$ cat config.mk
export PLATFORM = sky130hd
export DESIGN_NAME = spi_reg_cmd_decoder_flat
export DESIGN_NICKNAME = d
export VERILOG_FILES = /design/src/rtl/spi_reg_cmd_decoder_if.sv /design/src/rtl/spi_reg_cmd_decoder.sv /design/src/flat_wrapper.sv
export SDC_FILE = /design/constraint.sdc
export NUM_CORES = 1
export LEC_CHECK = 0
export CAP_MARGIN = 20
export CORE_ASPECT_RATIO = 1.1
export CORE_MARGIN = 3
export CORE_UTILIZATION = 44
export CTS_CLUSTER_DIAMETER = 100
export DETAILED_ROUTE_END_ITERATION = 6
export PLACE_DENSITY = 0.73
export SYNTH_ARGS = -nofsm -noshare
export SYNTH_HDL_FRONTEND = slang
export SYNTH_SLANG_ARGS = --single-unit
$ cat constraint.sdc
create_clock -name i_Clk -period 1.45 [get_ports i_Clk]
set_input_delay 0.29 -clock i_Clk [delete_from_list [all_inputs] [get_ports i_Clk]]
set_output_delay 0.29 -clock i_Clk [all_outputs]
set_load 0.1 [all_outputs]
$ cat src/rtl/spi_reg_cmd_decoder_if.sv
// Byte-stream and register-bus signals between the SPI command decoder and its neighbours.
// Signal names keep the decoder's own port naming; the decoder uses the slave modport.
interface spi_reg_cmd_decoder_if;
  logic       i_RX_DV;
  logic [7:0] i_RX_Byte;
  logic       o_TX_DV;
  logic [7:0] o_TX_Byte;
  logic [6:0] o_Reg_Addr;
  logic       o_Reg_Wr_En;
  logic [7:0] o_Reg_Wr_Data;
  logic       o_Reg_Rd_En;
  logic [7:0] i_Reg_Rd_Data;
  logic       o_Overrun;

  modport slave (
    input  i_RX_DV, i_RX_Byte, i_Reg_Rd_Data,
    output o_TX_DV, o_TX_Byte, o_Reg_Addr, o_Reg_Wr_En, o_Reg_Wr_Data, o_Reg_Rd_En, o_Overrun
  );

  modport master (
    output i_RX_DV, i_RX_Byte, i_Reg_Rd_Data,
    input  o_TX_DV, o_TX_Byte, o_Reg_Addr, o_Reg_Wr_En, o_Reg_Wr_Data, o_Reg_Rd_En, o_Overrun
  );
endinterface

$ cat src/rtl/spi_reg_cmd_decoder.sv
// Turns CS-framed SPI bytes (command byte + burst data) into register reads/writes,
// with auto-incrementing address and one-byte read prefetch back onto MISO.
module spi_reg_cmd_decoder #(
  parameter int unsigned RD_LATENCY  = 1,
  parameter logic [7:0]  STATUS_BYTE = 8'hA5
) (
  input  logic                 i_Clk,
  input  logic                 i_Rst,
  input  logic                 i_SPI_CS_n,
  spi_reg_cmd_decoder_if.slave bus
);

  typedef enum logic [2:0] {IDLE, CMD, WRITE, RD_FETCH, READ} state_t;

  localparam logic [2:0] LAT = 3'(RD_LATENCY);

  state_t     state_q, state_d;
  logic [2:0] cnt_q, cnt_d;
  logic       cs_meta_q, cs_s_q, cs_prev_q;
  logic       cs_fall, cs_rise;
  logic       prime_q;
  logic [6:0] addr_q, addr_d;
  logic       tx_dv_q, tx_dv_d;
  logic [7:0] tx_byte_q, tx_byte_d;
  logic [6:0] reg_addr_q, reg_addr_d;
  logic       wr_en_q, wr_en_d;
  logic [7:0] wr_data_q, wr_data_d;
  logic       rd_en_q, rd_en_d;
  logic       overrun_q, overrun_d;
  logic       fetch_done;

  // Synchronizer idles high so a reset never fabricates a CS edge.
  assign cs_fall    = cs_prev_q & ~cs_s_q;
  assign cs_rise    = ~cs_prev_q & cs_s_q;
  assign fetch_done = (state_q == RD_FETCH) && (cnt_q == LAT);

  always_ff @(posedge i_Clk) begin
    if (i_Rst) begin
      state_q <= IDLE;
      cnt_q   <= 3'd0;
    end else begin
      state_q <= state_d;
      cnt_q   <= cnt_d;
    end
  end

  always_comb begin
    state_d = state_q;
    unique case (state_q)
      IDLE:     if (cs_fall) state_d = CMD;
      CMD:      if (bus.i_RX_DV) state_d = bus.i_RX_Byte[7] ? RD_FETCH : WRITE;
      WRITE:    state_d = WRITE;
      RD_FETCH: if (cnt_q == LAT) state_d = READ;
      READ:     if (bus.i_RX_DV) state_d = RD_FETCH;
      default:  state_d = IDLE;
    endcase
    if (cs_rise) state_d = IDLE;
    cnt_d = (state_q == RD_FETCH && state_d == RD_FETCH) ? cnt_q + 3'd1 : 3'd0;
  end

  always_comb begin
    tx_dv_d    = prime_q;
    tx_byte_d  = prime_q ? STATUS_BYTE : tx_byte_q;
    reg_addr_d = reg_addr_q;
    wr_en_d    = 1'b0;
    wr_data_d  = wr_data_q;
    rd_en_d    = 1'b0;
    addr_d     = addr_q;
    overrun_d  = overrun_q & ~cs_fall;
    unique case (state_q)
      CMD: if (bus.i_RX_DV) begin
        addr_d = bus.i_RX_Byte[6:0];
        if (bus.i_RX_Byte[7]) begin
          rd_en_d    = 1'b1;
          reg_addr_d = bus.i_RX_Byte[6:0];
        end
      end
      WRITE: if (bus.i_RX_DV) begin
        wr_en_d    = 1'b1;
        wr_data_d  = bus.i_RX_Byte;
        reg_addr_d = addr_q;
        addr_d     = addr_q + 7'd1;
      end
      RD_FETCH: begin
        if (bus.i_RX_DV) overrun_d = 1'b1;
        // A CS release in the capture cycle abandons the prefetched byte.
        if (fetch_done && !cs_rise) begin
          tx_dv_d   = 1'b1;
          tx_byte_d = bus.i_Reg_Rd_Data;
          addr_d    = addr_q + 7'd1;
        end
      end
      READ: if (bus.i_RX_DV) begin
        rd_en_d    = 1'b1;
        reg_addr_d = addr_q;
      end
      default: ;
    endcase
    if (cs_rise) begin
      tx_dv_d   = 1'b1;
      tx_byte_d = STATUS_BYTE;
    end
  end

  always_ff @(posedge i_Clk) begin
    if (i_Rst) begin
      cs_meta_q  <= 1'b1;
      cs_s_q     <= 1'b1;
      cs_prev_q  <= 1'b1;
      prime_q    <= 1'b1;
      addr_q     <= 7'd0;
      tx_dv_q    <= 1'b0;
      tx_byte_q  <= STATUS_BYTE;
      reg_addr_q <= 7'd0;
      wr_en_q    <= 1'b0;
      wr_data_q  <= 8'd0;
      rd_en_q    <= 1'b0;
      overrun_q  <= 1'b0;
    end else begin
      cs_meta_q  <= i_SPI_CS_n;
      cs_s_q     <= cs_meta_q;
      cs_prev_q  <= cs_s_q;
      prime_q    <= 1'b0;
      addr_q     <= addr_d;
      tx_dv_q    <= tx_dv_d;
      tx_byte_q  <= tx_byte_d;
      reg_addr_q <= reg_addr_d;
      wr_en_q    <= wr_en_d;
      wr_data_q  <= wr_data_d;
      rd_en_q    <= rd_en_d;
      overrun_q  <= overrun_d;
    end
  end

  assign bus.o_TX_DV       = tx_dv_q;
  assign bus.o_TX_Byte     = tx_byte_q;
  assign bus.o_Reg_Addr    = reg_addr_q;
  assign bus.o_Reg_Wr_En   = wr_en_q;
  assign bus.o_Reg_Wr_Data = wr_data_q;
  assign bus.o_Reg_Rd_En   = rd_en_q;
  assign bus.o_Overrun     = overrun_q;

endmodule

$ cat src/flat_wrapper.sv
// flat-port wrapper written by rule: the top's interface ports become plain ports
module spi_reg_cmd_decoder_flat 
#(
  parameter int unsigned RD_LATENCY  = 1,
  parameter logic [7:0]  STATUS_BYTE = 8'hA5
)
  (i_Clk, i_Rst, i_SPI_CS_n, bus_i_RX_DV, bus_i_RX_Byte, bus_i_Reg_Rd_Data, bus_o_TX_DV, bus_o_TX_Byte, bus_o_Reg_Addr, bus_o_Reg_Wr_En, bus_o_Reg_Wr_Data, bus_o_Reg_Rd_En, bus_o_Overrun);
  spi_reg_cmd_decoder_if bus_i ();
  input  logic i_Clk;
  input  logic i_Rst;
  input  logic i_SPI_CS_n;
  input wire logic [$bits(bus_i.i_RX_DV)-1:0] bus_i_RX_DV;
  input wire logic [$bits(bus_i.i_RX_Byte)-1:0] bus_i_RX_Byte;
  input wire logic [$bits(bus_i.i_Reg_Rd_Data)-1:0] bus_i_Reg_Rd_Data;
  output wire logic [$bits(bus_i.o_TX_DV)-1:0] bus_o_TX_DV;
  output wire logic [$bits(bus_i.o_TX_Byte)-1:0] bus_o_TX_Byte;
  output wire logic [$bits(bus_i.o_Reg_Addr)-1:0] bus_o_Reg_Addr;
  output wire logic [$bits(bus_i.o_Reg_Wr_En)-1:0] bus_o_Reg_Wr_En;
  output wire logic [$bits(bus_i.o_Reg_Wr_Data)-1:0] bus_o_Reg_Wr_Data;
  output wire logic [$bits(bus_i.o_Reg_Rd_En)-1:0] bus_o_Reg_Rd_En;
  output wire logic [$bits(bus_i.o_Overrun)-1:0] bus_o_Overrun;
  assign bus_i.i_RX_DV = bus_i_RX_DV;
  assign bus_i.i_RX_Byte = bus_i_RX_Byte;
  assign bus_i.i_Reg_Rd_Data = bus_i_Reg_Rd_Data;
  assign bus_o_TX_DV = bus_i.o_TX_DV;
  assign bus_o_TX_Byte = bus_i.o_TX_Byte;
  assign bus_o_Reg_Addr = bus_i.o_Reg_Addr;
  assign bus_o_Reg_Wr_En = bus_i.o_Reg_Wr_En;
  assign bus_o_Reg_Wr_Data = bus_i.o_Reg_Wr_Data;
  assign bus_o_Reg_Rd_En = bus_i.o_Reg_Rd_En;
  assign bus_o_Overrun = bus_i.o_Overrun;
  spi_reg_cmd_decoder #(.RD_LATENCY(RD_LATENCY), .STATUS_BYTE(STATUS_BYTE)) u_core (.i_Clk(i_Clk), .i_Rst(i_Rst), .i_SPI_CS_n(i_SPI_CS_n), .bus(bus_i));
endmodule
==> impl_metrics.json <==
{
  "tritoncts.num_buffers": 5,
  "grt.total_usage_pct": 19.9,
  "syn_inst": 228,
  "hold_path_class": "register to register",
  "ys_seq_elements": 44,
  "drt-total-wl_um": 5280,
  "period_share_pct": 98.7,
  "rsz0062_at_grt": "true",
  "p_total_mw": 2.58,
  "cp_top_family": "flip-flops",
  "clock_skew_ps": 7.05,
  "cp-end-kind": "register",
  "syn_nets": 251,
  "avgRoutedWirePerCell_um": 14.8,
  "antenna_found_initial": 0,
  "synth_area_per_cell_um2": 8.88,
  "drive_gt1_share_pct": 36.6,
  "max_slew_margin_pct": 74.5,
  "power.leakage_nw": 1.29,
  "ios": 47,
  "fp.coreArea_um2": 4380,
  "antenna_left": 0,
  "worstSkewPairLatency_ps": 300,
  "finalSetupViolations": 0,
  "cp_slowest_stage_delay_ps": 420,
  "cts_root_buf": "clkbuf_8",
  "power.switching_mw": 0.651,
  "drtIter0Drc": 102,
  "num-nets-final": 325,
  "worstMarginPinSlew_ps": 382,
  "seqPwrFrac_pct": 48.9,
  "switching_share_pct": 25.3,
  "vdd_drop_max_uv": 554,
  "area_delta_synth_final_pct": 62.1,
  "crit_path_cell_trace": "buf_4 > xor2_2 > nand3b_4 > and2_4 > o221a_1",
  "clockBufferDepth": 2,
  "crit_fanout": 12,
  "rrSetupSlack_ps": 20,
  "cp.arrival_ps": 1620,
  "maxSlewViolCount": 0,
  "start_util_pct": 46.2,
  "remaining_drc_errors": 0,
  "path_buf_inv": 1,
  "period_minus_slack_ps": 1430,
  "place.gp.congestion": 0.878,
  "p_per_area_nw_per_um2": 785,
  "fin_tns_setup_ps": 0,
  "grt_start_max_net_pins": 17,
  "cts_sinks": 44,
  "drt_pass1_iterations": 4,
  "dp_hpwl_um": 3840,
  "p_comb_share_pct": 15.1,
  "p_int_mw": 1.92,
  "rows": 25,
  "cp-start-kind": "register",
  "fmax_mhz": 699,
  "yosysUniqueCellTypes": 44,
  "seq_area_frac_synth_pct": 43.5,
  "port_buffers": 46,
  "yosys_warnings": 0,
  "netlist_area_um2": 2020,
  "die_y_um": 77.1,
  "grt_pass1_wl_um": 8690,
  "cts_tree": "done",
  "vias": 1897,
  "fp.dieW_um": 70.7,
  "crit_required_ps": 1640,
  "status": "finished, final reports clean",
  "h-tree-depth": 2,
  "clk_pin_slew_ps": 80,
  "hold_viol": 0,
  "antenna-diode-count": 0,
  "power.share.clock_pct": 36.0,
  "drv_cap": 0,
  "slowest_stage": "dfxtp_4",
  "grt_pass1_vias": 1846,
  "cts_hold_buf": 0,
  "path_class": "register to register",
  "die_area_um2": 5450,
  "vias_per_cell": 5.31,
  "grt-ovfl-total": 0
}
metal layers:
| metal | vias to the layer above | global-route usage [%] | share of wire, % | routed length, µm |
|---|---|---|---|---|
| li1 | 949 | - | - | - |
| met1 | 882 | 26.3 | 44 | 2320 |
| met2 | 56 | 31.5 | 49 | 2600 |
| met3 | 10 | 4.33 | 5.2 | 277 |
| met4 | 0 | 7.71 | 1.6 | 85 |
| met5 | - | 0 | 0 | 0 |
worst register-to-register path, stage by stage, from the launching register on:
cell and delay [ps]:
dfxtp_4 420, buf_4 140, xor2_2 180, nand3b_4 160, and2_4 220, o221a_1 210
path summary, 6_finish.rpt:
kind                            cells after the start         startpoint          endpoint
worst max register to register                      5  u_core.state_q[1]  u_core.addr_q[0]
worst max-delay path                                5  u_core.state_q[1]  u_core.addr_q[0]
worst min register to register                      1   u_core.cs_meta_q     u_core.cs_s_q
worst min-delay path                                1   u_core.cs_meta_q     u_core.cs_s_q
power by group through the flow:
stage	Sequential [mW]	Clock (mW)	Combinational, mW
2_1_floorplan	1.35	0	0.125
3_3_place_gp	1.29	0	0.368
3_5_place_dp	1.29	0	0.373
4_1_cts	1.26	0.939	0.379
5_1_grt	1.26	0.997	0.413
6_report	1.26	0.927	0.389
synth_stat cells, drive strengths merged:
master   number  area (µm²)
a211oi        1        12.5
a21oi        28         151
a221oi        1        8.76
a22oi         4        30.0
a31oi         1        6.26
a32oi         1        8.76
and2          2        15.0
and2b         1        8.76
and3          4        25.0
and3b         2        17.5
buf          11        71.3
clkbuf        4        15.0
dfxtp        44         881
ha            3        37.5
inv           4        15.0
mux2i         7        70.1
nand2        31         116
nand2b        5        31.3
nand3         3        20.0
nand3b        6        57.6
nor2         21        78.8
nor2b         4        25.0
nor3          6        30.0
nor3b         2        20.0
nor4b         1        8.76
o2111ai       1        8.76
o21ai        14        70.1
o21ba         1        10.0
o221a         1        11.3
o311a         2        20.0
o31a          2        17.5
o32ai         5        81.3
or2           3        18.8
xnor2         1        8.76
xor2          1        16.3
metrics by stage:
stage               hold WS, ps  cells  utilization [%]  worst slack, ps  cell area (µm²)
finish                      414    357             74.9             19.4             3280
global route                429    357             74.9            -35.5             3280
CTS                         420    354             72.7            -3.74             3180
detailed placement          398    346             68.7             -361             3010
global placement            393    346             68.7             -302             3010
floorplan                   318    228                -             10.3             2030
cell usage in the layout, fill, tap and decap left out, types with 2 or more instances in the layout:
cell type / Yosys / final
dfxtp_1: 44 / 37
buf_4: 2 / 33
nand2_1: 31 / 31
buf_12: 0 / 29
a21oi_1: 27 / 25
nor2_1: 21 / 21
clkdlybuf4s50_1: 0 / 18
o21ai_0: 8 / 7
o21ai_1: 6 / 7
mux2i_1: 7 / 6
nand3b_1: 5 / 5
o32ai_2: 5 / 5
clkbuf_8: 0 / 5
dfxtp_2: 0 / 5
nor2b_1: 4 / 4
nand2b_1: 5 / 4
a22oi_1: 4 / 4
inv_1: 4 / 3
and3_1: 4 / 3
nor3_2: 0 / 3
or2_2: 3 / 3
o31a_1: 2 / 2
nor3_1: 6 / 2
a21oi_2: 0 / 2
ha_4: 0 / 2
dfxtp_4: 0 / 2
repair_timing:
item	in CTS	in global routing
gates cloned	0	0
endpoints found under the hold margin	0	0
endpoints found under the setup margin	33	28
resized for setup	16	18
pin swaps	0	9
setup buffers	0	3
cell families (layout without fill, tap and decap cells):
kind of cell,after synthesis,in the layout,share of synthesized area (%)
adders and majority gates,3,3,1.85
DFF,44,44,43.5
and+or+nand+nor,91,91,23.4
AOI/OAI and AO/OA,62,62,21.6
buffers and inverters,19,94,5.01
muxes,7,7,3.46
xor gates and xnor gates,2,2,1.24
layout make-up:
| cell class | instances | area (µm²) |
|---|---|---|
| Clock inverter | 2 | 35.0 |
| Inverter | 4 | 15.0 |
| Tap cell | 54 | 67.6 |
| Multi-Input combinational cell | 165 | 1160 |
| Timing Repair Buffer | 82 | 1030 |
| Clock buffer | 6 | 72.6 |
| Sequential cell | 44 | 895 |
| Fill cell | 310 | 1100 |
flip-flops by register name, summed over array words and instances, names as in the netlist:
name	count
u_core.cs_s_q	1
u_core.bus.o_TX_Byte	8
u_core.cs_meta_q	1
u_core.bus.o_Overrun	1
u_core.addr_q	7
u_core.cs_prev_q	1
u_core.prime_q	1
u_core.bus.o_Reg_Wr_En	1
u_core.bus.o_Reg_Wr_Data	8
u_core.bus.o_Reg_Rd_En	1
u_core.cnt_q	3
u_core.state_q	3
u_core.bus.o_TX_DV	1
u_core.bus.o_Reg_Addr	7
No activity file was read; power rests on OpenSTA's default activity.
